$ cat config.mk
export PLATFORM = sky130hd
export DESIGN_NAME = ptp_load_scheduler
export DESIGN_NICKNAME = d
export VERILOG_FILES = /design/src/rtl/ptp_load_scheduler.sv
export SDC_FILE = /design/constraint.sdc
export NUM_CORES = 1
export LEC_CHECK = 0
export CAP_MARGIN = 10
export CORE_ASPECT_RATIO = 0.8
export CORE_MARGIN = 2
export CORE_UTILIZATION = 31
export CTS_BUF_LIST = sky130_fd_sc_hd__clkbuf_2 sky130_fd_sc_hd__clkbuf_4 sky130_fd_sc_hd__clkbuf_8
export CTS_CLUSTER_DIAMETER = 40
export DETAILED_ROUTE_END_ITERATION = 16
export GPL_ROUTABILITY_DRIVEN = 0
export PLACE_DENSITY = 0.81
export SLEW_MARGIN = 25
export SYNTH_ARGS = -nofsm -noshare
export SYNTH_HDL_FRONTEND = slang
export SYNTH_SLANG_ARGS = --single-unit
export TNS_END_PERCENT = 50
$ cat constraint.sdc
create_clock -name clk -period 2.1 [get_ports clk]
set_clock_uncertainty 0.15 [all_clocks]
set_input_delay 0.42 -clock clk [delete_from_list [all_inputs] [get_ports clk]]
set_output_delay 0.42 -clock clk [all_outputs]
set_load 0.02 [all_outputs]
$ cat src/rtl/ptp_load_scheduler.sv
`default_nettype none
// ============================================================================
// Module      : ptp_load_scheduler
// Description : Round-robin scheduler in front of a single load-enable holding
//               register. It picks one pending requester, pulses the
//               register's load enable with that requester's word, acks the
//               requester, and then offers the held word to one consumer over
//               a valid/ready handshake. An optional timeout drops words that
//               the consumer never takes.
//
// Ports:
//   clk          in   system clock, rising edge
//   n_rst        in   asynchronous active-low reset
//   req_valid    in   [NUM_REQ]            per-requester word pending
//   req_data     in   [NUM_REQ*(NUM_BITS+1)] packed requester words
//   req_ack      out  [NUM_REQ]            one-hot pulse, word captured
//   load_enable  out                       holding-register load strobe
//   load_data    out  [NUM_BITS+1]         holding-register data input
//   out_valid    out                       held word offered to consumer
//   out_ready    in                        consumer accepts the word
//   grant_id     out  [clog2(NUM_REQ)]     source of current/last word
//   busy         out                       scheduler not idle
//   err_timeout  out                       pulse, word dropped on timeout
//
// Revision    : 1.0 - initial release
// ============================================================================
module ptp_load_scheduler #(
  parameter int NUM_REQ  = 4,
  parameter int NUM_BITS = 11,
  parameter int TIMEOUT  = 0
) (
  input  logic                              clk,
  input  logic                              n_rst,
  input  logic [NUM_REQ-1:0]                req_valid,
  input  logic [NUM_REQ*(NUM_BITS+1)-1:0]   req_data,
  output logic [NUM_REQ-1:0]                req_ack,
  output logic                              load_enable,
  output logic [NUM_BITS:0]                 load_data,
  output logic                              out_valid,
  input  logic                              out_ready,
  output logic [$clog2(NUM_REQ)-1:0]        grant_id,
  output logic                              busy,
  output logic                              err_timeout
);

  localparam int ID_W   = $clog2(NUM_REQ);
  localparam int WORD_W = NUM_BITS + 1;
  localparam int CNT_W  = (TIMEOUT > 1) ? $clog2(TIMEOUT) : 1;
  // Counter value at which the word in VALID is considered expired.
  localparam logic [CNT_W-1:0] TO_LAST = CNT_W'((TIMEOUT > 0) ? (TIMEOUT - 1) : 0);

  typedef enum logic [1:0] {
    IDLE  = 2'd0,
    LOAD  = 2'd1,
    VALID = 2'd2
  } state_t;

  state_t            state;
  state_t            state_next;
  logic [ID_W-1:0]   rr_ptr;
  logic [CNT_W-1:0]  to_cnt;

  logic              arb_found;
  logic [ID_W-1:0]   arb_idx;
  logic              take_grant;
  logic              cnt_inc;
  logic              expire;

  // --------------------------------------------------------------------------
  // Round-robin arbitration. First pass looks only above the pointer, the
  // second pass (which only matters if the first found nothing) covers the
  // wrap-around from index 0 up to and including the pointer.
  // --------------------------------------------------------------------------
  always_comb begin
    arb_found = 1'b0;
    arb_idx   = '0;
    for (int i = 0; i < NUM_REQ; i++) begin
      if (!arb_found && req_valid[i] && (i > int'(rr_ptr))) begin
        arb_found = 1'b1;
        arb_idx   = ID_W'(i);
      end
    end
    for (int i = 0; i < NUM_REQ; i++) begin
      if (!arb_found && req_valid[i]) begin
        arb_found = 1'b1;
        arb_idx   = ID_W'(i);
      end
    end
  end

  assign expire = (TIMEOUT > 0) && (to_cnt == TO_LAST);

  // --------------------------------------------------------------------------
  // State and bookkeeping registers
  // --------------------------------------------------------------------------
  always_ff @(posedge clk or negedge n_rst) begin
    if (!n_rst) begin
      state    <= IDLE;
      rr_ptr   <= ID_W'(NUM_REQ - 1);
      grant_id <= '0;
      to_cnt   <= '0;
    end else begin
      state <= state_next;
      if (take_grant) begin
        grant_id <= arb_idx;
        rr_ptr   <= arb_idx;
      end
      if (state == LOAD) begin
        to_cnt <= '0;
      end else if (cnt_inc) begin
        to_cnt <= to_cnt + 1'b1;
      end
    end
  end

  // --------------------------------------------------------------------------
  // Next state and outputs
  // --------------------------------------------------------------------------
  always_comb begin
    state_next  = state;
    take_grant  = 1'b0;
    cnt_inc     = 1'b0;
    req_ack     = '0;
    load_enable = 1'b0;
    load_data   = '0;
    out_valid   = 1'b0;
    busy        = 1'b0;
    err_timeout = 1'b0;

    case (state)
      IDLE: begin
        if (arb_found) begin
          take_grant = 1'b1;
          state_next = LOAD;
        end
      end

      LOAD: begin
        busy              = 1'b1;
        load_enable       = 1'b1;
        load_data         = req_data[int'(grant_id)*WORD_W +: WORD_W];
        req_ack[grant_id] = 1'b1;
        state_next        = VALID;
      end

      VALID: begin
        busy      = 1'b1;
        out_valid = 1'b1;
        // A handshake in the expiry cycle takes precedence over the drop.
        if (out_ready || expire) begin
          err_timeout = !out_ready;
          if (arb_found) begin
            take_grant = 1'b1;
            state_next = LOAD;
          end else begin
            state_next = IDLE;
          end
        end else if (TIMEOUT > 0) begin
          cnt_inc = 1'b1;
        end
      end

      default: begin
        state_next = IDLE;
      end
    endcase
  end

endmodule
`default_nettype wire

==> results of run 1 <==
==> power groups by stage <==
stage	Sequential [mW]	Combinational (mW)	Clock, mW
2_1_floorplan	0.248	0.883	0
3_3_place_gp	0.238	1.50	0
4_1_cts	0.242	1.45	0.136
5_1_grt	0.251	1.77	0.143
6_report	0.242	1.65	0.129
3_5_place_dp	0.241	1.54	0
==> cell type report <==
class / instances / area, um^2
inverters: 6 / 22.5
clock buffers: 4 / 30.0
flip-flops and latches: 6 / 153
repair buffers: 87 / 862
fillers: 205 / 766
multi-input cells: 54 / 604
well taps: 36 / 45.0
==> sequential cells by signal (all words and copies together) (netlist names) <==
name      count
grant_id      2
state         2
rr_ptr        2
==> repair_timing <==
action | in CTS | in global routing
gates cloned | 0 | 0
buffers inserted | 0 | 2
gates resized for setup | 66 | 39
endpoints found under the setup margin | 19 | 15
pin swaps | 2 | 9
==> worst max-delay path, cell delays in order, from the launching register on <==
cell	delay, ps
dfrtp_1	400
buf_12	150
mux4_2	490
and2_1	170
buf_4	150
==> through the flow <==
| step | total power [mW] | util | hold WS, ps |
|---|---|---|---|
| global placement | 1.73 | 0.672 | 350 |
| CTS | 1.83 | 0.665 | 265 |
| finish | 2.02 | 0.692 | 269 |
| global route | 2.16 | 0.692 | 282 |
| detailed placement | 1.78 | 0.672 | 370 |
| floorplan | 1.13 | - | -25.6 |
==> path summary, 6_finish.rpt <==
| kind | from | endpoint | slack, ps | depth (start not counted) |
|---|---|---|---|---|
| worst max-delay path | grant_id[0]$_DFFE_PN0P_ | load_data[4] | -80 | 4 |
| worst min-delay path | n_rst | grant_id[1]$_DFFE_PN0P_ | 270 | 1 |
| worst max register to register | state[0]$_DFFE_PN0P_ | rr_ptr[1]$_DFFE_PN1P_ | 540 | 6 |
| worst min register to register | rr_ptr[0]$_DFFE_PN1P_ | rr_ptr[0]$_DFFE_PN1P_ | 380 | 2 |
| max in group asynchronous | n_rst | rr_ptr[0]$_DFFE_PN1P_ | 1250 | 1 |
| min in group clk | rr_ptr[0]$_DFFE_PN1P_ | rr_ptr[0]$_DFFE_PN1P_ | 380 | 2 |
==> cell usage in the layout, fill, tap and decap left out, drive strengths merged, types with 2 or more instances in the layout <==
cell type      instances
clkdlybuf4s50         56
buf                   25
mux4                  12
and2                  12
inv                    6
clkbuf                 6
dfrtp                  4
ha                     4
a21o                   3
dlygate4sd2            3
nand2                  2
nand2b                 2
o32ai                  2
o211a                  2
a21boi                 2
dfstp                  2
and3                   2
==> kinds of logic after synthesis <==
group / count (synthesis) / share of synthesized area
other cells: 1 / 0.00455
compound gates: 13 / 0.124
flops: 6 / 0.185
fa+ha+maj: 4 / 0.0607
simple gates: 23 / 0.167
mux: 13 / 0.367
buf+inv: 12 / 0.0910
==> metal layers <==
layer / wire length [um] / global-route usage / up-vias
met5: 0 / 0 / -
li1: - / - / 441
met2: 1380 / 0.325 / 53
met1: 1010 / 0.173 / 419
met3: 319 / 0.0515 / 4
met4: 32 / 0.0603 / 0
==> run_results.csv, run 1 <==
group,metric,value,unit
power_and_ir_drop,power_per_cell_area,1180,nW/um^2
drt,drc,0,
timing,drv_slew,0,
status,outcome,"complete, but fails checks",
placed_design,placed_cell_area,1670,um^2
power_and_ir_drop,switchingPower,0.797,mW
synth,syn-num-nets,131,
synth,synth_top_area_frac,0.191,
floorplan,pin_count,77,
synth,synth_top_cell_by_area,"mux4_1",
finish,final_cells,193,
clocking,clk_latency,240,ps
floorplan,row_count,16,
power_and_ir_drop,intPower,1.23,mW
finish,diodes,0,
flow_run,maxCapViolCount,0,
synth,synth_edf_count,0,
placed_design,dp_slack,-509,ps
power_and_ir_drop,pwr-share-clk,0.064,
timing,fmax,459,MHz
synth,async_flop_share,1.00,
timing,finalSetupTns,-572,ps
power_and_ir_drop,ir_drop,0.000444,V
drt,firstDrtPassIters,4,
timing,rsz0062_at_grt,"true",
power_and_ir_drop,swShare,0.394,
worst_setup_path,critPathCaptureType,"primary output",
grt,antenna_found_initial,0,
clocking,numCtsBuffers,3,
drt,vias,917,
floorplan,die_area,3090,um^2
drt,wl_per_cell,14.3,um
finish,fin_nets,217,
grt,grt_max_degree,18,
grt,grt_overflow,0,
drt,via_per_inst,4.75,
clocking,cts_buffer_depth,2,
finish,syn2layout_area_growth,108,%
status,failed_checks,"setup timing",
clocking,cts_root_buf,"clkbuf_4",
power_and_ir_drop,seqPwrFrac,0.120,
synth,syn_area,825,um^2
clocking,tritoncts,"yes",
timing,setup_viol,12,
drt,wl,2750,um
synth,ys.flop_type,"dfrtp_1",
drt,ant_nets,0,
worst_setup_path,worstSetupStartpointType,"flip-flop",
floorplan,core_area,2480,um^2
worst_setup_path,arrival,1610,ps
worst_hold_path,hp-class,"in2async",
synth,synth_common_cells,"and2_1, inv_1, mux4_1, mux4_2",
timing,worst_slack,-78.2,ps
clocking,clk_pin_slew_worst_paths,50,ps
placed_design,dp_hpwl,2290,um
finish,final_cell_area,1720,um^2
synth,synth_seq_cells,6,
synth,synth_warnings,0,
finish,layout-drive-gt1-share,0.369,
power_and_ir_drop,comb_power_share,0.817,
grt,grt_usage,0.173,
drt,drtIter0Drc,8,
power_and_ir_drop,power.leakage,0.769,nW
synth,synth_most_common_cell,"and2_1",
grt,grt_pass1_wl,3950,um
worst_setup_path,crit_type,"reg2out",
placed_design,io_buffers,75,
clocking,clkSinkCount,6,
floorplan,start_util,0.332,
synth,synthDistinctLibCells,31,
grt,grt_pass1_vias,920,
timing,finalHoldViolations,0,
timing,period_share,1.04,
timing,period_needed,2180,ps
synth,yosysSeqAreaShare,0.185,
synth,syn_area_per_cell,11.5,um^2
placed_design,dp_cells,187,
clocking,ctsHoldBuffers,0,
synth,postSynthCellCount,72,
clocking,cts_max_level,1,
floorplan,fp.dieW,61.7,um
synth,netlist_top_cells_area,"mux4_1, mux4_2, dfrtp_1",
floorplan,die_h,50.1,um
worst_setup_path,cp_max_fo,8,
worst_setup_path,required,1530,ps
Note: power is estimated with default switching activity, not from simulation.
==> run 2: changes to the inputs <==
--- a/config.mk
+++ b/config.mk
@@ -6,14 +6,15 @@
 export NUM_CORES = 1
 export LEC_CHECK = 0
 export CAP_MARGIN = 10
-export CORE_ASPECT_RATIO = 0.8
+export CORE_ASPECT_RATIO = 1.4
 export CORE_MARGIN = 2
-export CORE_UTILIZATION = 31
+export CORE_UTILIZATION = 35
 export CTS_BUF_LIST = sky130_fd_sc_hd__clkbuf_2 sky130_fd_sc_hd__clkbuf_4 sky130_fd_sc_hd__clkbuf_8
 export CTS_CLUSTER_DIAMETER = 40
 export DETAILED_ROUTE_END_ITERATION = 16
+export DONT_BUFFER_PORTS = 1
 export GPL_ROUTABILITY_DRIVEN = 0
-export PLACE_DENSITY = 0.81
+export PLACE_DENSITY = 0.48
 export SLEW_MARGIN = 25
 export SYNTH_ARGS = -nofsm -noshare
 export SYNTH_HDL_FRONTEND = slang
==> run_results.csv, run 2 (synthesis gave the netlist of run 1 again) <==
group,metric,value,unit
worst_hold_path,hp-start,"out_ready",
floorplan,row_count,20,
finish,reg_top3,"grant_id x2, rr_ptr x2, state x2",
worst_setup_path,startpoint,"grant_id[0]$_DFFE_PN0P_",
worst_setup_path,arrival,1500,ps
worst_setup_path,worstSetupStartpointType,"flip-flop",
drt,ant_nets,0,
clocking,numCtsBuffers,3,
timing,rsz0062_at_grt,"true",
drt,via_per_inst,6.09,
finish,syn2layout_area_growth,17.1,%
floorplan,fp.dieW,45.0,um
timing,finalSetupTns,0,ps
finish,diodes,0,
worst_setup_path,cp_max_fo,6,
clocking,clk_pin_slew_worst_paths,50,ps
grt,grt_max_degree,19,
finish,final_cell_area,966,um^2
timing,setup_viol,0,
power_and_ir_drop,power.leakage,0.443,nW
grt,grt_pass1_vias,605,
floorplan,die_area,2770,um^2
drt,wl,1830,um
worst_setup_path,path_buf_inv,1,
floorplan,die_h,61.4,um
placed_design,io_buffers,0,
placed_design,placed_cell_area,872,um^2
drt,drc,0,
timing,holdWs,281,ps
worst_hold_path,hp-class,"in2reg",
timing,period_share,0.987,
grt,grt_pass1_wl,2630,um
power_and_ir_drop,ir_drop,0.000652,V
drt,firstDrtPassIters,3,
finish,layout_common_cells,"mux4_2, and2_4, buf_4",
worst_setup_path,crit_type,"reg2out",
timing,period_needed,2070,ps
clocking,clk_latency,240,ps
finish,utilization,0.439,
timing,drv_slew,0,
grt,antenna_found_initial,0,
worst_setup_path,crit_family,"multiplexers",
floorplan,pin_count,77,
drt,drtIter0Drc,8,
placed_design,dp_hpwl,1470,um
clocking,tritoncts,"yes",
grt,grt_overflow,0,
worst_setup_path,required,1530,ps
status,outcome,"finished clean",
drt,vias,633,
finish,fin_nets,142,
power_and_ir_drop,finalPower,1.61,mW
worst_setup_path,reg2reg_from,"state[0]$_DFFE_PN0P_",
clocking,clkSinkCount,6,
clocking,cts_buffer_depth,2,
worst_setup_path,cp_slowest_cell,"mux4_2",
clocking,cts_max_level,1,
timing,finalHoldViolations,0,
worst_setup_path,cp_slowest_stage_delay,500,ps
worst_setup_path,path_cells,"buf_12 -> mux4_2 -> and2_4",
clocking,cts_root_buf,"clkbuf_4",
flow_run,maxCapViolCount,0,
worst_setup_path,critPathCaptureType,"primary output",
drt,wl_per_cell,17.6,um
power_and_ir_drop,power_per_cell_area,1660,nW/um^2
floorplan,start_util,0.374,
finish,layout-drive-gt1-share,0.549,
grt,grt_usage,0.130,
floorplan,core_area,2200,um^2
timing,fmax,483,MHz
## run 2: cell types whose count changed in the layout (fill, tap and decap cells not counted), sizes merged
cell	before	now
buf	25	11
dlygate4sd3	0	1
clkdlybuf4s50	56	0
clkbuf	6	4
clkdlybuf4s15	1	0
dlygate4sd2	3	0
## run 2: final cells by class
class,count,area (um^2)
flip-flops and latches,6,155
inverters,6,22.5
fillers,215,1240
repair buffers,12,121
well taps,22,27.5
multi-input cells,54,609
clock buffers,4,30.0
## run 2: layer usage
layer	global-route usage	vias up	wire length [um]
met5	0	-	0
met4	0.0504	0	0
met3	0.0293	0	220
met2	0.239	45	997
met1	0.143	298	609
li1	-	290	-
## run 2: metrics by stage
step           setup slack, ps  cells
3_3_place_gp               195     96
6_report                  27.9    104
5_1_grt                  -32.0    104
3_5_place_dp               158     96
4_1_cts                  -48.0    106
2_1_floorplan             84.1     72
## run 2: path summary, 6_finish.rpt
check	slack, ps	end	cells past startpoint
max	30	load_data[11]	3
min	280	state[0]$_DFFE_PN0P_	2
max reg2reg	530	state[0]$_DFFE_PN0P_	6
min reg2reg	360	rr_ptr[0]$_DFFE_PN1P_	2
max in group asynchronous	1190	rr_ptr[0]$_DFFE_PN1P_	1
min in group asynchronous	330	state[1]$_DFFE_PN0P_	1
## run 2: power breakdown
part	switching [mW]	leakage, nW	internal (mW)
Combinational	0.553	0.357	0.626
Sequential	0.109	0.0670	0.192
Clock	0.0426	0.0184	0.0849
## run 2: timing repair
item,CTS,global route
pin swaps,12,0
setup buffers,3,0
hold buffers,1,0
gates resized for setup,35,1
endpoints found under the hold margin,6,0
setup endpoints to repair,12,13
cloned,2,0
